<file path="src/rtl/corelet_pkg.sv">
// Shared corelet types: drain FSM states and array mode encodings.
package corelet_pkg;

   typedef enum logic [1:0] {
      IDLE  = 2'd0,
      DRAIN = 2'd1,
      DONE  = 2'd2
   } drain_state_t;

   localparam logic MODE_WS = 1'b0;
   localparam logic MODE_OS = 1'b1;

endpackage

</file>
<file path="src/rtl/tile_drain_ctrl_relu_lane.sv">
// Single-lane ReLU clamp: negative (sign bit set) values become zero when enabled.
module relu_lane #(
   parameter int PSUM_BW = 16
) (
   input  logic               en,
   input  logic [PSUM_BW-1:0] din,
   output logic [PSUM_BW-1:0] dout
);

   assign dout = (en && din[PSUM_BW-1]) ? '0 : din;

endmodule

</file>
<file path="src/rtl/tile_drain_ctrl.sv">
// MAC-array to OFIFO drain: OS tiles are snapshotted and drained row by row,
// WS rows pass straight through. ReLU clamp built only with TILE_DRAIN_RELU_EN.
module tile_drain_ctrl
   import corelet_pkg::*;
#(
   parameter int ROW     = 8,
   parameter int COL     = 8,
   parameter int PSUM_BW = 16
) (
   input  logic                       clk,
   input  logic                       reset,
   input  logic                       mode,
   input  logic [PSUM_BW*COL*ROW-1:0] tile_in,
   input  logic [COL-1:0]             tile_valid,
   input  logic [PSUM_BW*COL-1:0]     ws_psum_in,
   input  logic [COL-1:0]             ws_valid,
   input  logic                       relu_en,
   input  logic                       ofifo_full,
   output logic                       ofifo_wr,
   output logic [PSUM_BW*COL-1:0]     ofifo_data,
   output logic                       busy,
   output logic                       done,
   output logic [$clog2(ROW)-1:0]     row_idx,
   output logic                       tile_lost,
   output logic                       ws_overflow
);

   localparam int RW = $clog2(ROW);
   localparam int RB = PSUM_BW * COL;
   localparam logic [RW-1:0] LAST_ROW = RW'(ROW - 1);
   localparam logic [RW-1:0] ONE      = RW'(1);

   drain_state_t state, state_nxt;

   logic [ROW-1:0][RB-1:0]          snap;
   logic [RW-1:0]                   row_q;
   logic                            tile_hit, ws_hit;
   logic                            capture, row_wr, wr_c;
   logic [COL-1:0][PSUM_BW-1:0]     raw_row, out_row;

   assign tile_hit = |tile_valid;
   assign ws_hit   = |ws_valid;

   always_comb begin
      state_nxt = state;
      capture   = 1'b0;
      row_wr    = 1'b0;
      wr_c      = 1'b0;
      raw_row   = '0;
      busy      = 1'b0;
      done      = 1'b0;
      case (state)
         IDLE: begin
            if (mode == MODE_OS) begin
               if (tile_hit) begin
                  capture   = 1'b1;
                  state_nxt = DRAIN;
               end
            end else begin
               wr_c    = ws_hit & ~ofifo_full;
               raw_row = ws_psum_in;
            end
         end
         DRAIN: begin
            busy    = 1'b1;
            raw_row = snap[row_q];
            // Full stalls the current row in place; it is retried, never skipped.
            if (!ofifo_full) begin
               row_wr = 1'b1;
               wr_c   = 1'b1;
               if (row_q == LAST_ROW)
                  state_nxt = DONE;
            end
         end
         DONE: begin
            done      = 1'b1;
            state_nxt = IDLE;
         end
         default: state_nxt = IDLE;
      endcase
   end

`ifdef TILE_DRAIN_RELU_EN
   for (genvar c = 0; c < COL; c++) begin : g_relu
      relu_lane #(.PSUM_BW(PSUM_BW)) u_relu (
         .en   (relu_en),
         .din  (raw_row[c]),
         .dout (out_row[c])
      );
   end
`else
   logic unused_relu_en;
   assign unused_relu_en = relu_en;
   assign out_row        = raw_row;
`endif

   assign ofifo_wr   = wr_c;
   assign ofifo_data = wr_c ? out_row : '0;
   assign row_idx    = row_q;

   always_ff @(posedge clk) begin
      if (reset) begin
         state       <= IDLE;
         row_q       <= '0;
         snap        <= '0;
         tile_lost   <= 1'b0;
         ws_overflow <= 1'b0;
      end else begin
         state <= state_nxt;
         if (capture) begin
            snap  <= tile_in;
            row_q <= '0;
         end else if (row_wr) begin
            row_q <= (row_q == LAST_ROW) ? '0 : row_q + ONE;
         end
         if ((state == DRAIN || state == DONE) && tile_hit)
            tile_lost <= 1'b1;
         if (state == IDLE && mode == MODE_WS && ws_hit && ofifo_full)
            ws_overflow <= 1'b1;
      end
   end

endmodule
</file>
<file path="config.mk">
export PLATFORM = sky130hd
export DESIGN_NAME = tile_drain_ctrl
export DESIGN_NICKNAME = d
export VERILOG_FILES = /design/src/rtl/corelet_pkg.sv /design/src/rtl/tile_drain_ctrl_relu_lane.sv /design/src/rtl/tile_drain_ctrl.sv
export SDC_FILE = /design/constraint.sdc
export NUM_CORES = 2
export LEC_CHECK = 0
export ABC_AREA = 1
export BUFFER_PORTS_ARGS = -buffer_cell sky130_fd_sc_hd__buf_2
export CAP_MARGIN = 10
export CORE_AREA = 2 2 514 516
export DETAILED_ROUTE_END_ITERATION = 7
export DIE_AREA = 0 0 516 518
export GPL_ROUTABILITY_DRIVEN = 0
export SYNTH_ARGS = -nofsm -noshare
export SYNTH_HDL_FRONTEND = slang
export SYNTH_HIERARCHICAL = 1
export SYNTH_SLANG_ARGS = --single-unit
</file>
<file path="constraint.sdc">
create_clock -name clk -period 1.4 [get_ports clk]
set_input_delay 0.07 -clock clk [delete_from_list [all_inputs] [get_ports clk]]
set_output_delay 0.07 -clock clk [all_outputs]
set_load 0.005 [all_outputs]
</file>
==> flow_summary_export.csv <==
group,metric,value,unit
run_status,status,"finished with violations",
run_status,violations,"DRC, setup timing",
critical_path,critPathRequiredTime,1.33,ns
detailed_routing,wl_per_cell,19.8,um
power,cellLeakagePower,45.4,nW
placed_design,numPortBuffers,1307,
min_path,hold_end,"snap[1018]$_SDFFE_PP0P_",
power,switching_share,0.403,
detailed_routing,m1WireLength,123000,um
sta,worst_pin_slew,0.565,ns
sta,fmax,0.362,GHz
sta,fin_crit_sh,1.97,
power,clock_power_share,0.251,
floorplanning,rows,188,
placed_design,placedCellCount,13700,
detailed_routing,initialDrtViolationCount,6831,
sta,maxSlewHeadroom,0.624,
final_layout,design_area,89200,um2
floorplanning,io_pins,1309,
critical_path,crit_type,"reg -> out",
final_layout,fin_util,0.341,
detailed_routing,route.vias.total,68800,
power,p_comb_frac,0.456,
detailed_routing,top_layer,"met5",
placed_design,dpl.hpwl,212000,um
critical_path,cp.arrival,2.69,ns
synthesis,ys_ff_latch,1031,
synthesis,synth_cells,8972,
power,irDropWorstVdd,1070,uV
synthesis,syn_nets,10200,
detailed_routing,wl,308000,um
sta,fin_setup_tns,-519.69,ns
critical_path,slowest_delay,0.34,ns
global_routing,overflow,0,
power,internal-power,0.0799,W
critical_path,crit_fanout,5,
critical_path,reg2reg_to,"snap[60]$_SDFFE_PP0P_",
detailed_routing,met3WireLength,31400,um
clock_network,cts_buffer_depth,3,
critical_path,end_kind,"output pin",
critical_path,reg2reg_slack,-0.55,ns
global_routing,grt_usage,0.216,
clock_network,cts_made_buffers,120,
critical_path,crit_chain,"inv_2 > ha_4 > inv_4 > nor2_4 > buf_6 > buf_12 > buf_16 > nand2_1 > a21oi_1 > buf_2",
global_routing,antenna_found_initial,151,
clock_network,tritoncts,"built",
detailed_routing,route.met2.wl,131000,um
sta,maxSlewViolCount,0,
clock_network,clock-sinks,1031,
min_path,min_path_type,"in -> reg",
power,power_density,1500,nW/um2
sta,finClkSkew,0.0495,ns
critical_path,r2r_start,"state[0]$_SDFFE_PP0P_",
final_layout,stdcell_count,15600,
detailed_routing,first_pass_iters,8,
placed_design,dpl_cell_area,66400,um2
sta,setup_violations,1164,
critical_path,start_kind,"flop",
sta,setup_slack,-1.36,ns
critical_path,crit_family,"buffers and inverters",
detailed_routing,drc,19,
synthesis,yosysSeqAreaShare,0.393,
clock_network,root_buffer,"clkbuf_16",
clock_network,htreeDepth,3,
min_path,min_path_cells,4,
synthesis,yosysWarningCount,6,
global_routing,grt_start_max_net_pins,72,
synthesis,ys_types,18,
min_path,min-delay-start,"tile_in[1018]",
final_layout,finalNetCount,13000,
critical_path,reg2regPathDepth,9,
floorplanning,coreArea,262000,um2
global_routing,grt_pass1_wl,430000,um
power,p_switching,0.0540,W
floorplanning,initial_core_util,0.201,
job,cap_violations,0,
synthesis,avgSynthCellArea,5.85,um2
floorplanning,die-width,516,um
final_layout,drive_gt1_frac,0.216,
detailed_routing,viasPerCell,4.43,
critical_path,crit_slowest_cell,"dfxtp_2",
power,p_seq_frac,0.293,
floorplanning,die_y,518,um
sta,whs,0.0817,ns
sta,rsz0062_at_grt,"true",
final_layout,area.growth.synth_to_final,69.9,%
sta,layout_min_cycle_time,2.76,ns
sta,hold_violations,0,
global_routing,grt_pass1_vias,65900,
clock_network,clkSlewWorstSetupHoldPaths,0.06,ns
detailed_routing,ant_nets,0,
floorplanning,die_area,267000,um2
critical_path,crit_buf_inv,6,
clock_network,insertion_delay,0.79,ns
synthesis,netlist_area,52500,um2
[worst min-delay path: stages]
cell	delay, ns
dlygate4sd3_1	0.52
buf_2	0.10
nor2_1	0.05
nor2_1	0.09
[power groups by stage]
stage               Combinational, W  Sequential (W)  Clock [W]
floorplan                     0.0315          0.0392          0
global placement              0.0493          0.0394          0
detailed placement            0.0495          0.0396          0
CTS                           0.0574          0.0390     0.0342
global route                  0.0670          0.0398     0.0352
finish                        0.0611          0.0392     0.0336
[cell families (layout without fill, tap and decap cells)]
family | count (synthesis) | in the layout | synth area share
AOI/OAI and AO/OA | 137 | 137 | 0.0131
adders and majority gates | 5 | 5 | 0.00119
buffers and inverters | 1622 | 4552 | 0.129
DFF | 1031 | 1031 | 0.393
other | 0 | 139 | 0
and+or+nand+nor | 6177 | 6177 | 0.463
[per-stage QoR]
stage          setup slack [ns]  total power (W)
4_1_cts                   -1.37            0.131
3_3_place_gp             -0.748           0.0887
2_1_floorplan           -0.0586           0.0707
6_report                  -1.36            0.134
5_1_grt                   -1.50            0.142
3_5_place_dp             -0.748           0.0891
[worst max-delay path by stage]
stage | startpoint | cells past startpoint | slack [ns] | endpoint
CTS | row_idx[0]$_SDFFE_PP0N_ | 11 | -1.37 | ofifo_data[43]
finish | state[0]$_SDFFE_PP0P_ | 10 | -1.36 | ofifo_data[54]
floorplan | state[1]$_SDFFE_PP0P_ | 10 | -0.06 | ofifo_data[117]
detailed placement | state[1]$_SDFFE_PP0P_ | 10 | -0.75 | ofifo_data[52]
global route | state[0]$_SDFFE_PP0P_ | 10 | -1.50 | ofifo_data[54]
global placement | state[1]$_SDFFE_PP0P_ | 10 | -0.75 | ofifo_data[52]
[metal layers]
metal / up-vias / global-route usage
li1: 32400 / -
met1: 31400 / 0.265
met2: 3920 / 0.326
met3: 1037 / 0.0634
met4: 54 / 0.139
met5: - / 0
[synth_stat cells]
| cell type | instances | share of area |
|---|---|---|
| a21oi_1 | 136 | 0.013 |
| and2_1 | 1 | 0.00012 |
| buf_1 | 58 | 0.0041 |
| buf_2 | 227 | 0.022 |
| buf_4 | 110 | 0.016 |
| buf_6 | 1 | 0.00021 |
| clkbuf_1 | 184 | 0.013 |
| dfxtp_1 | 1031 | 0.39 |
| ha_1 | 5 | 0.0012 |
| inv_1 | 1038 | 0.074 |
| inv_2 | 4 | 0.00029 |
| nand2_1 | 3215 | 0.23 |
| nand3_1 | 899 | 0.086 |
| nand3_2 | 1 | 0.00019 |
| nand3b_1 | 1 | 0.00014 |
| nor2_1 | 2058 | 0.15 |
| nor2_2 | 2 | 0.00024 |
| o21ai_0 | 1 | 0.000095 |
[area by class of cell]
type / instances / area [um2]
sequential: 1031 / 20700
timing repair buffer: 3287 / 28000
antenna: 139 / 348
clock buffer: 171 / 3460
multi-input combinational: 6319 / 27700
fill: 26900 / 172000
tap: 3515 / 4400
clock inverter: 51 / 678
timing repair inverter: 1 / 16.3
inverter: 1042 / 3970
[state kept, by name, indices dropped and copies added, names as in the netlist]
| signal | count |
|---|---|
| snap | 1024 |
| row_idx | 3 |
| state | 2 |
| tile_lost | 1 |
| ws_overflow | 1 |
[cells in the final DEF, fill, tap and decap left out, drive strengths merged, types with 5 or more instances in the layout]
master and count:
dlygate4sd3 1379, bufinv 12, ha 5, clkinv 28, inv 1049, a21oi 136, diode 139, dfxtp 1031
clkinvlp 5, nor2 2060, clkbuf 184, nand3 900, nand2 3215, buf 1888, bufbuf 7
[timing repair]
| action | 4_1_cts | 5_1_grt |
|---|---|---|
| gates cloned | 24 | 13 |
| pin swaps | 89 | 69 |
| hold endpoints to repair | 1031 | 0 |
| hold buffers | 1379 | 0 |
| buffers inserted | 28 | 17 |
| setup endpoints to repair | 1164 | 1166 |
| gates resized for setup | 451 | 248 |
Power figures use the tool's default switching activity.
